<file path="config.mk">
export PLATFORM = sky130hd
export DESIGN_NAME = regfile_access_ctrl
export DESIGN_NICKNAME = d
export VERILOG_FILES = /design/src/rtl/regfile_access_ctrl_pkg.sv /design/src/rtl/rfac_addr_gen.sv /design/src/rtl/regfile_access_ctrl.sv
export SDC_FILE = /design/constraint.sdc
export NUM_CORES = 1
export LEC_CHECK = 0
export ABC_CLOCK_PERIOD_IN_PS = 1400
export BUFFER_PORTS_ARGS = -buffer_cell sky130_fd_sc_hd__buf_2
export CAP_MARGIN = 0
export CORE_UTILIZATION = 43
export CTS_CLUSTER_DIAMETER = 200
export DETAILED_ROUTE_END_ITERATION = 8
export HOLD_SLACK_MARGIN = 0.12
export PLACE_DENSITY_LB_ADDON = 0.05
export REMOVE_ABC_BUFFERS = 1
export SLEW_MARGIN = 20
export SYNTH_ARGS = -nofsm -noshare
export SYNTH_HDL_FRONTEND = slang
export SYNTH_SLANG_ARGS = --single-unit
</file>
<file path="constraint.sdc">
create_clock -name clk -period 1.4 [get_ports clk]
set_input_delay 0.14 -clock clk [delete_from_list [all_inputs] [get_ports clk]]
set_output_delay 0.14 -clock clk [all_outputs]
set_load 0.01 [all_outputs]
</file>
<file path="src/rtl/regfile_access_ctrl_pkg.sv">
// Shared encodings for regfile_access_ctrl: FSM states, op_kind codes and the INDF address.
// op_kind codes not listed here (00 and 11) are handled as reads.
package regfile_access_ctrl_pkg;

    typedef enum logic [1:0] {
        ST_IDLE  = 2'd0,
        ST_ADDR  = 2'd1,
        ST_READ  = 2'd2,
        ST_WRITE = 2'd3
    } state_t;

    localparam logic [1:0] OP_WRITE  = 2'b01;
    localparam logic [1:0] OP_RMW    = 2'b10;
    localparam logic [6:0] INDF_ADDR = 7'h00;

endpackage

</file>
<file path="src/rtl/rfac_addr_gen.sv">
// Register-file address formation: INDF (op_addr7 == 0) goes through {IRP, FSR},
// everything else is banked as {RP, op_addr7}.
module rfac_addr_gen
    import regfile_access_ctrl_pkg::*;
(
    input  logic [6:0] i_addr7,
    input  logic [1:0] i_status_rp,
    input  logic       i_status_irp,
    input  logic [7:0] i_fsr_val,
    output logic [8:0] o_addr
);

    assign o_addr = (i_addr7 == INDF_ADDR) ? {i_status_irp, i_fsr_val}
                                           : {i_status_rp, i_addr7};

endmodule

</file>
<file path="src/rtl/regfile_access_ctrl.sv">
// Register-file access sequencer for read / write / read-modify-write ops.
// Optional feature macro RFAC_INDF_NULL_EN: indirect accesses to address[6:0]==0 read 0, drop the write.
//
// state | meaning
// IDLE  | ready, waiting for op_valid
// ADDR  | latched address driven onto rf_addr
// READ  | READ_WAIT wait cycles, then one sample cycle
// WRITE | single-cycle rf_wr_en strobe
module regfile_access_ctrl
    import regfile_access_ctrl_pkg::*;
#(
    parameter int unsigned READ_WAIT = 1
) (
    input  logic       clk,
    input  logic       rst,
    input  logic       op_valid,
    input  logic [1:0] op_kind,
    input  logic [6:0] op_addr7,
    input  logic       op_dest_f,
    input  logic [7:0] op_wdata,
    input  logic [1:0] status_rp,
    input  logic       status_irp,
    input  logic [7:0] fsr_val,
    input  logic [7:0] alu_result,
    output logic       ready,
    output logic       done,
    output logic [7:0] rd_data,
    output logic [8:0] rf_addr,
    output logic       rf_wr_en,
    output logic [7:0] rf_data_in,
    input  logic [7:0] rf_data_out
);

    localparam logic [1:0] WAIT_LOAD = 2'(READ_WAIT);

    state_t     r_state;
    state_t     w_state_nxt;
    logic [8:0] r_addr;
    logic       r_is_write;
    logic       r_is_rmw;
    logic       r_dest_f;
    logic [7:0] r_wdata;
    logic [7:0] r_rd_data;
    logic [7:0] r_alu;
    logic [1:0] r_cnt;
    logic       r_done;

    logic [8:0] w_addr;
    logic       w_accept;
    logic       w_last_read;
    logic       w_null;
    logic [7:0] w_rd_next;

    rfac_addr_gen u_addr_gen (
        .i_addr7      (op_addr7),
        .i_status_rp  (status_rp),
        .i_status_irp (status_irp),
        .i_fsr_val    (fsr_val),
        .o_addr       (w_addr)
    );

    assign w_accept    = op_valid && ready;
    assign w_last_read = (r_state == ST_READ) && (r_cnt == 2'd0);

`ifdef RFAC_INDF_NULL_EN
    logic r_indf;

    always_ff @(posedge clk) begin
        if (rst) begin
            r_indf <= 1'b0;
        end else if (w_accept) begin
            r_indf <= (op_addr7 == INDF_ADDR);
        end
    end

    assign w_null = r_indf && (r_addr[6:0] == INDF_ADDR);
`else
    assign w_null = 1'b0;
`endif

    always_ff @(posedge clk) begin
        if (rst) begin
            r_state <= ST_IDLE;
        end else begin
            r_state <= w_state_nxt;
        end
    end

    always_comb begin
        w_state_nxt = r_state;
        case (r_state)
            ST_IDLE:  if (w_accept) w_state_nxt = ST_ADDR;
            ST_ADDR:  w_state_nxt = r_is_write ? ST_WRITE : ST_READ;
            ST_READ:  if (w_last_read) w_state_nxt = (r_is_rmw && r_dest_f) ? ST_WRITE : ST_IDLE;
            ST_WRITE: w_state_nxt = ST_IDLE;
            default:  w_state_nxt = ST_IDLE;
        endcase
    end

    always_ff @(posedge clk) begin
        if (rst) begin
            r_addr     <= '0;
            r_is_write <= 1'b0;
            r_is_rmw   <= 1'b0;
            r_dest_f   <= 1'b0;
            r_wdata    <= '0;
            r_rd_data  <= '0;
            r_alu      <= '0;
            r_cnt      <= '0;
            r_done     <= 1'b0;
        end else begin
            // done lands in the first IDLE cycle after the op's final state
            r_done <= (r_state != ST_IDLE) && (w_state_nxt == ST_IDLE);
            if (w_accept) begin
                r_addr     <= w_addr;
                r_is_write <= (op_kind == OP_WRITE);
                r_is_rmw   <= (op_kind == OP_RMW);
                r_dest_f   <= op_dest_f;
                r_wdata    <= op_wdata;
            end
            if (r_state == ST_ADDR) begin
                r_cnt <= WAIT_LOAD;
            end else if ((r_state == ST_READ) && (r_cnt != 2'd0)) begin
                r_cnt <= r_cnt - 2'd1;
            end
            if (w_last_read) begin
                r_rd_data <= w_rd_next;
                if (r_is_rmw) r_alu <= alu_result;
            end
        end
    end

    // The sample cycle forwards rf_data_out so the external ALU sees fresh data at the same edge.
    assign w_rd_next  = w_null ? 8'h00 : rf_data_out;
    assign rd_data    = w_last_read ? w_rd_next : r_rd_data;
    assign ready      = (r_state == ST_IDLE);
    assign done       = r_done;
    assign rf_addr    = ready ? 9'd0 : r_addr;
    assign rf_wr_en   = (r_state == ST_WRITE) && !w_null;
    assign rf_data_in = (r_state == ST_WRITE) ? (r_is_rmw ? r_alu : r_wdata) : 8'h00;

endmodule

</file>
==> results of run 1 <==
## worst max-delay path by stage
stage / end / slack (ns) / cells past startpoint
final: rd_data[3] / -0.21 / 5
after global routing: rf_addr[2] / -0.27 / 5
after CTS: rd_data[3] / -0.22 / 5
after detailed placement: r_alu[0]$_SDFFE_PP0P_ / -0.03 / 6
after global placement: rd_data[2] / 0.002 / 5
after floorplan: r_addr[4]$_SDFFE_PP0P_ / -0.09 / 3
## power by group through the flow
| stage | Clock, mW | Sequential (mW) | Combinational [mW] |
|---|---|---|---|
| 2_1_floorplan | 0 | 1.28 | 0.193 |
| 3_3_place_gp | 0 | 1.28 | 0.412 |
| 3_5_place_dp | 0 | 1.28 | 0.415 |
| 4_1_cts | 0.865 | 1.25 | 0.509 |
| 5_1_grt | 0.909 | 1.26 | 0.595 |
| 6_report | 0.840 | 1.26 | 0.540 |
## registers in the layout, indices dropped and copies added, names as in the netlist
| signal | flops |
|---|---|
| done | 1 |
| r_addr | 9 |
| r_alu | 8 |
| r_cnt | 2 |
| r_dest_f | 1 |
| r_is_rmw | 1 |
| r_is_write | 1 |
| r_rd_data | 8 |
| r_state | 2 |
| r_wdata | 8 |
## logic make-up after synthesis
| family | count (synthesis) | synth area share [%] |
|---|---|---|
| AND/OR/NAND/NOR | 93 | 25.99 |
| AO/OA/AOI/OAI | 46 | 14.60 |
| flip-flops | 41 | 43.94 |
| buffers and inverters | 19 | 5.157 |
| multiplexers | 17 | 9.645 |
| adder cells (fa/ha/maj) | 1 | 0.6697 |
## timing repair
item,in CTS,in global routing
gates resized for setup,29,19
endpoints found under the setup margin,44,50
pin swaps,2,5
hold buffers,19,0
buffers inserted,1,4
endpoints found under the hold margin,19,0
## synth_stat cells, drive strengths merged (2+ instances only)
| master | count |
|---|---|
| dfxtp | 41 |
| nand2 | 37 |
| a21oi | 22 |
| nor2 | 18 |
| o21ai | 11 |
| buf | 10 |
| nor2b | 10 |
| mux2i | 9 |
| and2 | 8 |
| mux2 | 8 |
| a311oi | 7 |
| inv | 5 |
| nand3b | 5 |
| clkbuf | 4 |
| nor3 | 4 |
| a31oi | 2 |
| nor3b | 2 |
## worst register-to-register path, cell delays in order, from the launching register on
cell     delay (ns)
dfxtp_2        0.33
buf_6          0.13
buf_4          0.16
nor3b_2        0.29
buf_12         0.19
o21ai_0        0.09
a31oi_1        0.15
## metrics by stage
step,setup slack [ns],std cells
2_1_floorplan,-0.09330,203
3_3_place_gp,0.001544,345
3_5_place_dp,-0.03209,345
4_1_cts,-0.2239,373
5_1_grt,-0.2678,377
6_report,-0.2056,377
## metal layers
layer / vias to the layer above / global-route usage [%] / share of wire, %
met5: - / 0 / 0
met4: 0 / 7.813 / 1.2
met3: 7 / 4.000 / 3.7
met2: 52 / 35.89 / 50
met1: 844 / 28.83 / 45
li1: 959 / - / -
## cell type report
class | count | area, um^2 | share of cell area, %
multi-input cells | 157 | 1079 | 37.19
flip-flops and latches | 41 | 825.8 | 28.47
repair buffers | 116 | 813.3 | 28.04
clock buffers | 7 | 96.34 | 3.322
well taps | 50 | 62.56 | 2.157
inverters | 5 | 18.77 | 0.6471
clock inverters | 1 | 5.005 | 0.1726
==> impl_metrics.ini, run 1 <==
[power_and_ir_drop]
p_int_mw = 1.967
cellLeakagePower_nw = 1.281
powerDensity_mw_per_mm2 = 908.7
netSwitchingPower_uw = 668.2
vdd_ir_drop_max_uv = 673.9
p_comb_share_pct = 20.5
p_sw_share_pct = 25.36
finalPower_mw = 2.635
seqPwrFrac_pct = 47.6
clkPwrFrac_pct = 31.9

[sta]
rsz0062_at_grt = true
fin_crit_sh_pct = 114.7
finalCriticalPeriod_ns = 1.606
max_freq_ghz = 0.6228
fin_hold_ws_ns = 0.1261
fin_ws_ns = -0.2056
worstMarginPinSlew_ns = 0.3796
fin_setup_tns_ns = -2.783
setup_viol = 27
final_max_slew_viol_count = 0
maxSlewHeadroom_pct = 74.50
hold_viol = 0
skew_ns = 0.006910

[logic_synthesis]
synth_top_cell_by_area = dfxtp_1
ys_types = 36
synth.area.top_cells = dfxtp_1 44%, nand2_1 7.4%, a21oi_1 5.9%, mux2i_1 4.8%, mux2_2 4.8%
ys_ff_latch = 41
ys_seq_area_share_pct = 43.94
yosysTopAreaCellShare_pct = 43.94
synthArstFlopShare_pct = 0
syn_area_mm2 = 0.001868
syn_area_per_cell_um2 = 8.608
ys.flop_type = dfxtp_1
syn_inst = 217
yosys_warnings = 0
synth_edf_count = 0

[finish]
nets = 375
final_common_cell = buf_2
design_area_mm2 = 0.002900
syn2layout_area_growth_pct = 55.26
fin_util_pct = 70.97
final_cell_mix = 67 x buf_2, 37 x dfxtp_1, 36 x nand2_1
drive_gt1_share_pct = 43.12
nFillCells = 326
num_antenna_cells = 0

[routing]
first_iter_violations = 99
drc = 0
wl_per_cell_um = 12.89
firstDrtPassIters = 4
postRouteAntennaNets = 0
vias = 1862
wl_um = 4858
via_per_inst = 4.939

[clock_tree]
path_clk_slew_ns = 0.08
numCtsBuffers = 5
clock_tree.buffer_depth = 2
ctsRootBufferMaster = clkbuf_8
h-tree-depth = 2
clock_latency_ns = 0.29
cts.sinks = 41
cts_tree = yes

[critical_path]
path_buf_inv = 2
reg2reg_depth = 6
slowest_delay_ns = 0.35
critPathSlowestCell = mux2_4
worst_setup_path_start_kind = flip-flop
endpoint_kind = output port
path_delay_family = multiplexers
crit_path_start = r_cnt[1]$_SDFFE_PP0P_
r2r_end = r_addr[8]$_SDFFE_PP0P_
worstPathRequired_ns = 1.26
critPathMaxFanout = 8
crit_type = reg -> out
crit_chain = inv_2, ha_4, nand3b_4, mux2_4, buf_6
ff2ff_setup_slack_ns = -0.01
r2r_start = r_state[1]$_SDFF_PP0_
critPathArrivalTime_ns = 1.47

[hold_path]
hp-start = fsr_val[3]
hold_end = r_addr[3]$_SDFFE_PP0P_
hold_path.class = in -> reg
holdPathStages = 3

[floorplanning]
rows = 23
dieWidth_um = 67.91
die_h_um = 67.91
core_mm2 = 0.004086
die-area_mm2 = 0.004612
ios = 76
initial_core_util_pct = 45.71

[run]
drv_cap = 0

[placement]
place_area_mm2 = 0.002381
io_buffers = 75
dp_hpwl_um = 3110
routabilityCongestion = 0.7470

[grt]
grt_max_degree = 27
antenna_found_initial = 0
grt-ovfl-total = 0
grt_pass1_wl_um = 7527
grt_pass1_vias = 1629
grtUsageTotal_pct = 21.98

[run_status]
failed_checks = negative setup slack
status = finished with violations
Power figures use the tool's default switching activity.
==> run 2: changes to the inputs <==
--- a/config.mk
+++ b/config.mk
@@ -11,9 +11,11 @@
 export CORE_UTILIZATION = 43
 export CTS_CLUSTER_DIAMETER = 200
 export DETAILED_ROUTE_END_ITERATION = 8
+export GPL_TIMING_DRIVEN = 0
 export HOLD_SLACK_MARGIN = 0.12
 export PLACE_DENSITY_LB_ADDON = 0.05
 export REMOVE_ABC_BUFFERS = 1
+export SKIP_CTS_REPAIR_TIMING = 1
 export SLEW_MARGIN = 20
 export SYNTH_ARGS = -nofsm -noshare
 export SYNTH_HDL_FRONTEND = slang
==> run 2 against run 1 <==
Compared with the run above:
- sequential share of layout area up 0.26 points
- critical endpoint is now rd_data[2]
- maximum frequency down 2.7%
- sequential cell count unchanged
- the run still ends with negative setup slack left
- die area unchanged
- critical path depth down 2
- critical path type unchanged
- clock skew up 0.0017 ns
- global-route usage down 3.1 points
- sequential power about the same
==> impl_metrics.ini, run 2 (synthesis results as in run 1) <==
[run_status]
status = finished with violations
failed_checks = negative setup slack

[sta]
fin_crit_sh_pct = 117.9
worstMarginPinSlew_ns = 0.7539
final_max_slew_viol_count = 0
rsz0062_at_grt = true
setup_viol = 17
fin_ws_ns = -0.2501
skew_ns = 0.008624
max_freq_ghz = 0.6060
finalCriticalPeriod_ns = 1.650
hold_viol = 0
fin_setup_tns_ns = -2.194
maxSlewHeadroom_pct = 49.46

[routing]
wl_um = 4841
first_iter_violations = 93
via_per_inst = 5.033
vias = 1852
firstDrtPassIters = 4
wl_per_cell_um = 13.15
drc = 0
postRouteAntennaNets = 0

[clock_tree]
path_clk_slew_ns = 0.08
h-tree-depth = 2
clock_tree.buffer_depth = 2
ctsRootBufferMaster = clkbuf_8
numCtsBuffers = 5
cts.sinks = 41
clock_latency_ns = 0.30
cts_tree = yes

[floorplanning]
ios = 76
core_mm2 = 0.004086
die_h_um = 67.91
initial_core_util_pct = 45.71
dieWidth_um = 67.91
rows = 23
die-area_mm2 = 0.004612

[run]
drv_cap = 0

[finish]
syn2layout_area_growth_pct = 55.46
nets = 366
top_register = r_addr
final_common_cell = buf_2
final_cell_mix = 68 x buf_2, 36 x dfxtp_1, 26 x nand2_1
largest_reg_flops = 9
fin_util_pct = 71.07
nFillCells = 353
drive_gt1_share_pct = 44.65
num_antenna_cells = 0

[grt]
antenna_found_initial = 0
grt-ovfl-total = 0
grtUsageTotal_pct = 18.85
grt_max_degree = 28
grt_pass1_vias = 1459
grt_pass1_wl_um = 6410

[critical_path]
critPathArrivalTime_ns = 1.51
worstPathRequired_ns = 1.26
slowest_delay_ns = 0.49
crit_type = reg -> out
critPathMaxFanout = 14
reg2reg_depth = 4
endpoint_kind = output port
r2r_end = r_addr[3]$_SDFFE_PP0P_
worst_setup_path_start_kind = flip-flop
crit_chain = nand3b_4, mux2_4, buf_6
critPathSlowestCell = dfxtp_4
ff2ff_setup_slack_ns = -0.05
r2r_start = r_state[0]$_SDFF_PP0_

[power_and_ir_drop]
vdd_ir_drop_max_uv = 671.0
p_comb_share_pct = 18.6
p_int_mw = 2.087
clkPwrFrac_pct = 35.5
seqPwrFrac_pct = 45.9
cellLeakagePower_nw = 1.249
p_sw_share_pct = 24.61
netSwitchingPower_uw = 681.4
powerDensity_mw_per_mm2 = 953.3

[placement]
io_buffers = 75
dp_hpwl_um = 2740
routabilityCongestion = 0.7400

[hold_path]
hold_end = r_addr[1]$_SDFFE_PP0P_
hold_path.class = in -> reg
holdPathStages = 3
hp-start = fsr_val[1]
-- run 2: stage by stage --
step                hold WS [ns]  instances  cell area [um^2]  worst slack, ns  power, mW
floorplan                 0.2091        203              1790         -0.09330      1.476
global placement          0.3853        328              2228          -0.5585      1.632
detailed placement        0.3862        328              2235          -0.4213      1.637
CTS                      0.06539        336              2351          -0.5049      2.623
global route              0.1255        368              2904          -0.3175      2.902
finish                    0.1244        368              2904          -0.2501      2.768
-- run 2: layout make-up --
cell class	instances	area [um^2]	area share, %
multi-input combinational	159	1146	39.47
sequential	41	834.6	28.74
timing repair buffer	105	725.7	24.99
clock buffer	7	86.33	2.973
tap	50	62.56	2.154
clock inverter	1	30.03	1.034
inverter	5	18.77	0.6463
-- run 2: layer usage --
layer | track usage, % | vias up | part of all wire, %
li1 | - | 953 | -
met5 | 0 | - | 0
met1 | 23.30 | 844 | 47
met3 | 6.000 | 7 | 4.3
met2 | 30.45 | 48 | 47
met4 | 7.031 | 0 | 1.0
-- run 2: critical path: cells and delay by family (launching register included) --
family                 cells  cell delay, ns
and+or+nand+nor            1            0.27
DFF                        1            0.49
buffers and inverters      1            0.12
muxes                      1            0.33
-- run 2: worst max-delay path by stage --
| stage | from | to | cells after the start |
|---|---|---|---|
| after floorplan | r_state[1]$_SDFF_PP0_ | r_addr[4]$_SDFFE_PP0P_ | 3 |
| after global placement | r_state[1]$_SDFF_PP0_ | r_addr[8]$_SDFFE_PP0P_ | 3 |
| after detailed placement | r_state[1]$_SDFF_PP0_ | r_addr[6]$_SDFFE_PP0P_ | 3 |
| after CTS | r_cnt[0]$_SDFFE_PP0P_ | rd_data[2] | 5 |
| after global routing | r_state[0]$_SDFF_PP0_ | rd_data[7] | 3 |
| final | r_state[0]$_SDFF_PP0_ | rd_data[2] | 3 |
-- run 2: power by group through the flow --
stage               clock, mW  combinational (mW)  sequential, mW
floorplan                   0               0.193            1.28
global placement            0               0.341            1.29
detailed placement          0               0.343            1.29
CTS                      1.01               0.344            1.27
global route             1.06               0.560            1.28
finish                  0.984               0.514            1.27
